<file path="src/rtl/uart_cmd_pkg.sv">
// Shared constants and state encodings for the UART command scheduler.
package uart_cmd_pkg;

    localparam logic [7:0] OP_INIT   = 8'h02;
    localparam logic [7:0] OP_READ   = 8'h03;
    localparam logic [7:0] TERM_BYTE = 8'h00;

    typedef enum logic [1:0] {
        P_LENH,
        P_LENL,
        P_PAY,
        P_TERM
    } parse_state_t;

    typedef enum logic [1:0] {
        D_IDLE,
        D_REQ,
        D_WAIT
    } disp_state_t;

endpackage

</file>
<file path="src/rtl/uart_cmd_sched_sd_dispatch.sv">
// SD request/acknowledge/done sequencing plus the card-ready flag and block address.
module sd_dispatch
    import uart_cmd_pkg::*;
#(
    parameter int unsigned ADDR_W = 32
) (
    input  logic              clk,
    input  logic              rst_n,
    input  logic              launch,
    input  logic              launch_read,
    input  logic              sd_ack,
    input  logic              sd_done,
    input  logic              sd_err,
    output logic              sd_init_req,
    output logic              sd_rd_req,
    output logic [ADDR_W-1:0] sd_addr,
    output logic              sd_ready,
    output logic              busy
);

    disp_state_t state;
    logic        is_read;
    logic        finish;

    // Ack and done in the same cycle completes straight from D_REQ.
    always_comb begin
        finish = 1'b0;
        if (state == D_WAIT && sd_done) finish = 1'b1;
        if (state == D_REQ && sd_ack && sd_done) finish = 1'b1;
    end

    always_ff @(posedge clk) begin
        if (!rst_n) begin
            state       <= D_IDLE;
            is_read     <= 1'b0;
            sd_init_req <= 1'b0;
            sd_rd_req   <= 1'b0;
            sd_addr     <= '0;
            sd_ready    <= 1'b0;
            busy        <= 1'b0;
        end else begin
            case (state)
                D_IDLE: begin
                    if (launch) begin
                        state       <= D_REQ;
                        busy        <= 1'b1;
                        is_read     <= launch_read;
                        sd_init_req <= !launch_read;
                        sd_rd_req   <= launch_read;
                    end
                end
                D_REQ: begin
                    if (sd_ack) begin
                        sd_init_req <= 1'b0;
                        sd_rd_req   <= 1'b0;
                        state       <= D_WAIT;
                    end
                end
                D_WAIT: ;
                default: state <= D_IDLE;
            endcase

            if (finish) begin
                state <= D_IDLE;
                busy  <= 1'b0;
                if (is_read) begin
                    if (!sd_err) sd_addr <= sd_addr + 1'b1;
                end else begin
                    sd_ready <= !sd_err;
                    sd_addr  <= '0;
                end
            end
        end
    end

endmodule

</file>
<file path="src/rtl/uart_cmd_sched.sv">
// Length-framed UART byte parser: feeds data payloads to the write FIFO and
// turns one-byte command frames into SD init/read requests.
module uart_cmd_sched
    import uart_cmd_pkg::*;
#(
    parameter int unsigned GAP_TIMEOUT = 200000,
    parameter int unsigned ADDR_W      = 32
) (
    input  logic              clk,
    input  logic              rst_n,
    input  logic [7:0]        rx_data,
    input  logic              rx_vld,
    output logic              fifo_wr_en,
    output logic [7:0]        fifo_wr_data,
    input  logic              fifo_full,
    output logic              sd_init_req,
    output logic              sd_rd_req,
    output logic [ADDR_W-1:0] sd_addr,
    input  logic              sd_ack,
    input  logic              sd_done,
    input  logic              sd_err,
    output logic              sd_ready,
    output logic              busy,
    output logic              frame_err,
    output logic              cmd_err
);

    localparam int unsigned GAP_W = $clog2(GAP_TIMEOUT + 1);

    parse_state_t     state;
    logic [7:0]       len_hi;
    logic [15:0]      cnt;
    logic             is_cmd;
    logic [7:0]       opcode;
    logic             overflow;
    logic [GAP_W-1:0] gap_cnt;

    logic term_ok;
    logic cmd_ok;
    logic launch;
    logic timeout;

    always_comb begin
        term_ok = rx_vld && (state == P_TERM) && (rx_data == TERM_BYTE) && !overflow;
        cmd_ok  = ((opcode == OP_INIT) || (opcode == OP_READ)) && !busy
                  && !((opcode == OP_READ) && !sd_ready);
        launch  = term_ok && is_cmd && cmd_ok;
        timeout = (state != P_LENH) && !rx_vld && (gap_cnt == GAP_W'(GAP_TIMEOUT - 1));
    end

    always_ff @(posedge clk) begin
        if (!rst_n) begin
            state        <= P_LENH;
            len_hi       <= '0;
            cnt          <= '0;
            is_cmd       <= 1'b0;
            opcode       <= '0;
            overflow     <= 1'b0;
            gap_cnt      <= '0;
            fifo_wr_en   <= 1'b0;
            fifo_wr_data <= '0;
            frame_err    <= 1'b0;
            cmd_err      <= 1'b0;
        end else begin
            fifo_wr_en <= 1'b0;
            frame_err  <= 1'b0;
            cmd_err    <= 1'b0;

            if (state == P_LENH || rx_vld) gap_cnt <= '0;
            else                           gap_cnt <= gap_cnt + 1'b1;

            if (timeout) begin
                frame_err <= 1'b1;
                state     <= P_LENH;
            end else if (rx_vld) begin
                case (state)
                    P_LENH: begin
                        len_hi   <= rx_data;
                        overflow <= 1'b0;
                        state    <= P_LENL;
                    end
                    P_LENL: begin
                        cnt    <= {len_hi, rx_data};
                        is_cmd <= ({len_hi, rx_data} == 16'd1);
                        state  <= ({len_hi, rx_data} == 16'd0) ? P_TERM : P_PAY;
                    end
                    P_PAY: begin
                        if (is_cmd) begin
                            opcode <= rx_data;
                        end else if (!fifo_full) begin
                            fifo_wr_en   <= 1'b1;
                            fifo_wr_data <= rx_data;
                        end else begin
                            overflow <= 1'b1;
                        end
                        cnt <= cnt - 1'b1;
                        if (cnt == 16'd1) state <= P_TERM;
                    end
                    P_TERM: begin
                        if (!term_ok)              frame_err <= 1'b1;
                        else if (is_cmd && !cmd_ok) cmd_err  <= 1'b1;
                        state <= P_LENH;
                    end
                    default: state <= P_LENH;
                endcase
            end
        end
    end

    sd_dispatch #(
        .ADDR_W(ADDR_W)
    ) u_dispatch (
        .clk        (clk),
        .rst_n      (rst_n),
        .launch     (launch),
        .launch_read(opcode == OP_READ),
        .sd_ack     (sd_ack),
        .sd_done    (sd_done),
        .sd_err     (sd_err),
        .sd_init_req(sd_init_req),
        .sd_rd_req  (sd_rd_req),
        .sd_addr    (sd_addr),
        .sd_ready   (sd_ready),
        .busy       (busy)
    );

endmodule
</file>
<file path="config.mk">
export PLATFORM = sky130hd
export DESIGN_NAME = uart_cmd_sched
export DESIGN_NICKNAME = d
export VERILOG_FILES = /design/src/rtl/uart_cmd_pkg.sv /design/src/rtl/uart_cmd_sched_sd_dispatch.sv /design/src/rtl/uart_cmd_sched.sv
export SDC_FILE = /design/constraint.sdc
export NUM_CORES = 1
export LEC_CHECK = 0
export ABC_AREA = 1
export CELL_PAD_IN_SITES_DETAIL_PLACEMENT = 2
export CELL_PAD_IN_SITES_GLOBAL_PLACEMENT = 2
export CORE_MARGIN = 2
export CORE_UTILIZATION = 31
export DETAILED_ROUTE_END_ITERATION = 10
export PLACE_DENSITY = 0.89
export SYNTH_ARGS = -nofsm -noshare
export SYNTH_HDL_FRONTEND = slang
export SYNTH_SLANG_ARGS = --single-unit
export TNS_END_PERCENT = 10
</file>
<file path="constraint.sdc">
create_clock -name clk -period 1.82 [get_ports clk]
set_clock_uncertainty 0.15 [all_clocks]
set_input_delay 0.364 -clock clk [delete_from_list [all_inputs] [get_ports clk]]
set_output_delay 0.364 -clock clk [all_outputs]
set_load 0.03 [all_outputs]
</file>
== After elaboration in Yosys (flattened, before gate mapping) ==
Index checks and enable logic that the tools add are counted.

* Word-level logic and storage cells: 121
* Input port bits: 15
* Output and inout port bits: 47
* Flip-flop bits (word level): 104

* Multiplexer cells: 25
* Bitwise logic cells: 10
* Eq/ne operators: 16
* Reductions and logical operators: 49
* Add/sub/neg operators: 3

{| class="wikitable"
|+ Operators with widths
! cell !! number
|-
| $mux 32 || 2
|-
| $add 32x1->32 const B || 1
|-
| $eq 16x1->1 const B || 2
|-
| $pmux 16 s2 || 1
|-
| $add 18x1->18 const B || 1
|-
| $eq 18x18->1 const B || 1
|-
| $eq 8x2->1 const B || 2
|-
| $logic_not 16->1 || 1
|-
| $sub 16x1->16 const B || 1
|-
| $reduce_and 3->1 || 5
|-
| $logic_and 1x1->1 || 14
|-
| $mux 1 || 14
|-
| $ne 2x2->1 const B || 6
|-
| $not 1->1 || 10
|-
| $reduce_and 5->1 || 2
|-
| $reduce_or 5->1 || 2
|-
| $logic_not 1->1 || 8
|-
| $logic_not 8->1 || 1
|-
| $pmux 2 s4 || 1
|-
| $reduce_and 2->1 || 4
|-
| $reduce_bool 2->1 || 4
|-
| $eq 2x2->1 const B || 3
|-
| $mux 2 || 3
|-
| $pmux 1 s2 || 3
|-
| other kinds (6) || 11
|}

== Depth between registers and ports, before layout ==
* Word-level depth: 8
* Mapped depth: 11
* Depth with buffers taken out: 11

== Hierarchy ==
Synthesis repeated with hierarchy kept, for this count alone.

* Cells, all modules: 809
* Area, all modules: 5350.1 um^2

{| class="wikitable"
|+ By module, submodules not included
! module !! times used !! area an instance (um^2) !! seq. area each (um^2) !! cells an instance
|-
| uart_cmd_sched || 1 || 3316.9 || 1301.2 || 501
|-
| sd_dispatch || 1 || 2033.2 || 780.7 || 308
|}

== Least setup slack after synthesis ==
Ideal clock, no wire load.

* Path type: reg-to-reg
* From: register u_dispatch.sd_addr[1]
* To: register u_dispatch.sd_addr[22]
* Stages on the path, launching flop included: 9
* Path slack: -0.073 ns
* Library setup time: 0.129 ns
* Period minus slack after synthesis: 1.893 ns
* Required time: 1.541 ns
* Arrival: 1.614 ns
* Buffers on the path: 0
* Cell sequence: dfxtp_1 > ha_1 > nand2_1 > nor2_1 > nand3_2 > nor2_4 > nand2_1 > o21ai_0 > a21oi_1

* Cells in the longest elaborated chain, start to end: 3

{| class="wikitable"
|+ Ends and longest elaborated chain
! item !! RTL line !! RTL
|-
| from (decl) || uart_cmd_sched_sd_dispatch.sv:16 || <nowiki>output logic [ADDR_W-1:0] sd_addr,</nowiki>
|-
| from (signal assigned) || uart_cmd_sched_sd_dispatch.sv:67 || <nowiki>if (!sd_err) sd_addr <= sd_addr + 1'b1;</nowiki>
|-
| $add 32x1->32 || uart_cmd_sched_sd_dispatch.sv:67 ||
|-
| $mux 32 || uart_cmd_sched_sd_dispatch.sv:67 ||
|-
| $mux 32 || uart_cmd_sched_sd_dispatch.sv:66 || <nowiki>if (is_read) begin</nowiki>
|}

Every way passes these cells. The select of a mux whose other input is x is not followed.
A chain may end at the register's enable or synchronous reset.

== Worst setup path after layout ==
* From: register u_dispatch.sd_addr[3]
* To: register u_dispatch.sd_addr[31]

The elaborated chain is that of the path after synthesis.

==> results.cfg <==
[status]
status = complete, but fails checks
violations = negative setup slack

[cells_and_area]
seq_area_sq_mm = 0.00210
final_common_cell = nand2_1
multiInputGateArea_sq_mm = 0.00294
nNetsFinal = 974
final_cell_mix = nand2_1, nor2_1, inv_1
area_growth_pct = 37.2
fin_cells = 1177
fill_cells = 1964
layout-drive-gt1-share = 0.183
fin_util = 0.436

[clocking]
path_clk_slew_ns = 0.08
cts_hold_buffers = 0
htree_levels = 3
cts_tree = built
cts-root-buf = clkbuf_16
cts.path.max_buffers = 2
cts-buffers-inserted = 9
clock_latency_ns = 0.37
clkSinkCount = 104

[sta]
grt_setup_unrepaired = true
drv_slew = 0
fmax_mhz = 498
slew_headroom = 0.683
setup_viol = 20
whs_ns = 0.278
min_period_ns = 2.01
hold_violations = 0
fin_ws_ns = -0.188
setup-tns-final_ns = -1.26
post-route-period-util = 1.10
worst_slew_pin_slew_ns = 0.471

[route]
drt_iter0_drc = 300
dr.pass1.iters = 4
drtAntennaViolNets = 0
wirelength_um = 25200
drc_errors = 0
wl_per_cell_um = 21.4
vias = 6262
viasPerCell = 5.32

[job]
maxCapViolations = 0

[floorplan]
core_sq_mm = 0.0166
die_w_um = 135
die_area_sq_mm = 0.0181
die_y_um = 135
io_pins = 62
start_util = 0.318
rows = 47

[critical_path]
critPathMaxFanout = 5
crit_required_ns = 1.97
path_class = register to register
endpoint_kind = register
cp_data_arrival_time_ns = 2.16
cp-start-kind = register
r2r_slack_ns = -0.19

[synthesis]
synthAdderAreaFrac = 0.0189
ys_seq_area_frac = 0.394
postSynth.asyncResetShare = 0
ys.flop_type = dfxtp_1
yosysWarnings = 0
synth-edff-count = 0
synth_cell_types = 39
synth_xor_area_frac = 0.00331
synth_compound_area_frac = 0.145
ys_ff_latch = 104
yosys-mux-area-fraction = 0
synth_top_family_by_area = simple AND/OR/NAND/NOR gates
syn_avg_cell_area_sq_um = 6.51
synth_nets = 836
netlist_area_sq_mm = 0.00529
synth_cells = 813
synthSimpleGateAreaFrac = 0.346

[grt]
overflow = 0
grt_first_pass_wirelength_um = 35300
grt_max_degree = 31
antenna_found_initial = 0
grt_pass1_vias = 6650
gr-usage-all-layers = 0.251

[power]
pwr_density_cell_mw_per_mm2 = 712
leakage_uw = 0.00307
max-vdd-ir-drop_uv = 477

[placed_design]
gp_congestion = 0.854
place_inst = 1150
port_buffers = 61
dp_hpwl_um = 16600

[min_path]
hp-class = input port to register
final timing paths:
path	start	to	depth (start not counted)
max reg2reg	u_dispatch.sd_addr[3]	u_dispatch.sd_addr[31]	10
min reg2reg	opcode[4]	opcode[4]	2
min	sd_ack	u_dispatch.state[0]	4
max	u_dispatch.sd_addr[3]	u_dispatch.sd_addr[31]	10
power breakdown:
| group | internal (uW) | total [uW] | switching [uW] |
|---|---|---|---|
| registers | 2330 | 2370 | 46.9 |
| logic | 325 | 905 | 580 |
| clock network | 965 | 1890 | 923 |
state kept, by name, indices dropped and copies added (netlist names):
name / cells
fifo_wr_data: 8
opcode: 8
u_dispatch.sd_addr: 32
state: 2
gap_cnt: 18
u_dispatch.is_read: 1
u_dispatch.sd_rd_req: 1
frame_err: 1
cmd_err: 1
is_cmd: 1
u_dispatch.state: 2
u_dispatch.busy: 1
len_hi: 8
overflow: 1
u_dispatch.sd_ready: 1
fifo_wr_en: 1
u_dispatch.sd_init_req: 1
cnt: 16
kinds of logic after synthesis:
group / Yosys count
DFF: 104
AOI/OAI and AO/OA: 145
xor gates and xnor gates: 2
buffers and inverters: 127
adders and majority gates: 8
and+or+nand+nor: 427
metrics by stage:
| step | cell area, sq um | power [uW] | setup WS (ns) |
|---|---|---|---|
| 2_1_floorplan | 5290 | 2850 | 0.0605 |
| 3_3_place_gp | 6700 | 3180 | -0.321 |
| 3_5_place_dp | 6700 | 3230 | -0.517 |
| 4_1_cts | 6960 | 5140 | -0.0908 |
| 5_1_grt | 7250 | 5380 | -0.326 |
| 6_report | 7260 | 5170 | -0.188 |
routing by layer:
layer  global-route usage  up-vias  routed length (um)
li1                     -     2885                   -
met1                0.272     3095                9580
met2                0.478      195               13400
met3               0.0469       87                 960
met4               0.0971        0                1260
met5                    0        -                   0
repair_timing:
action | in CTS | in global routing
buffers inserted | 0 | 9
hold endpoints to repair | 0 | 0
gates resized for setup | 67 | 68
pin swaps | 1 | 13
setup endpoints to repair | 82 | 64
cloned | 0 | 1
layout make-up:
class,count,share of cell area
clock buffers,13,0.0345
inverters,107,0.0557
repair buffers,146,0.175
flip-flops and latches,104,0.289
diodes,1,0.000345
clock inverters,3,0.00241
well taps,220,0.0379
multi-input cells,583,0.405
cells in the mapped netlist (4+ instances only):
cell	count	area [sq um]
nand2_1	187	702
nor2_1	130	488
inv_1	106	398
dfxtp_1	104	2080
a21oi_1	75	375
o21ai_0	52	260
nand3_1	49	245
nor3_1	21	105
nand4_1	16	100
clkbuf_1	13	48.8
ha_1	8	100
or2_2	5	31.3
nor3b_1	4	30.0
critical path, cell delays in order (launching register included):
cell     delay [ns]
dfxtp_1        0.42
buf_4          0.17
nand2_1        0.07
nor2_2         0.18
nand3_1        0.12
nor2_1         0.14
buf_4          0.17
nand4_1        0.16
nand2_1        0.15
nand2_1        0.08
nor2_1         0.13
Note: power is estimated with default switching activity, not from simulation.
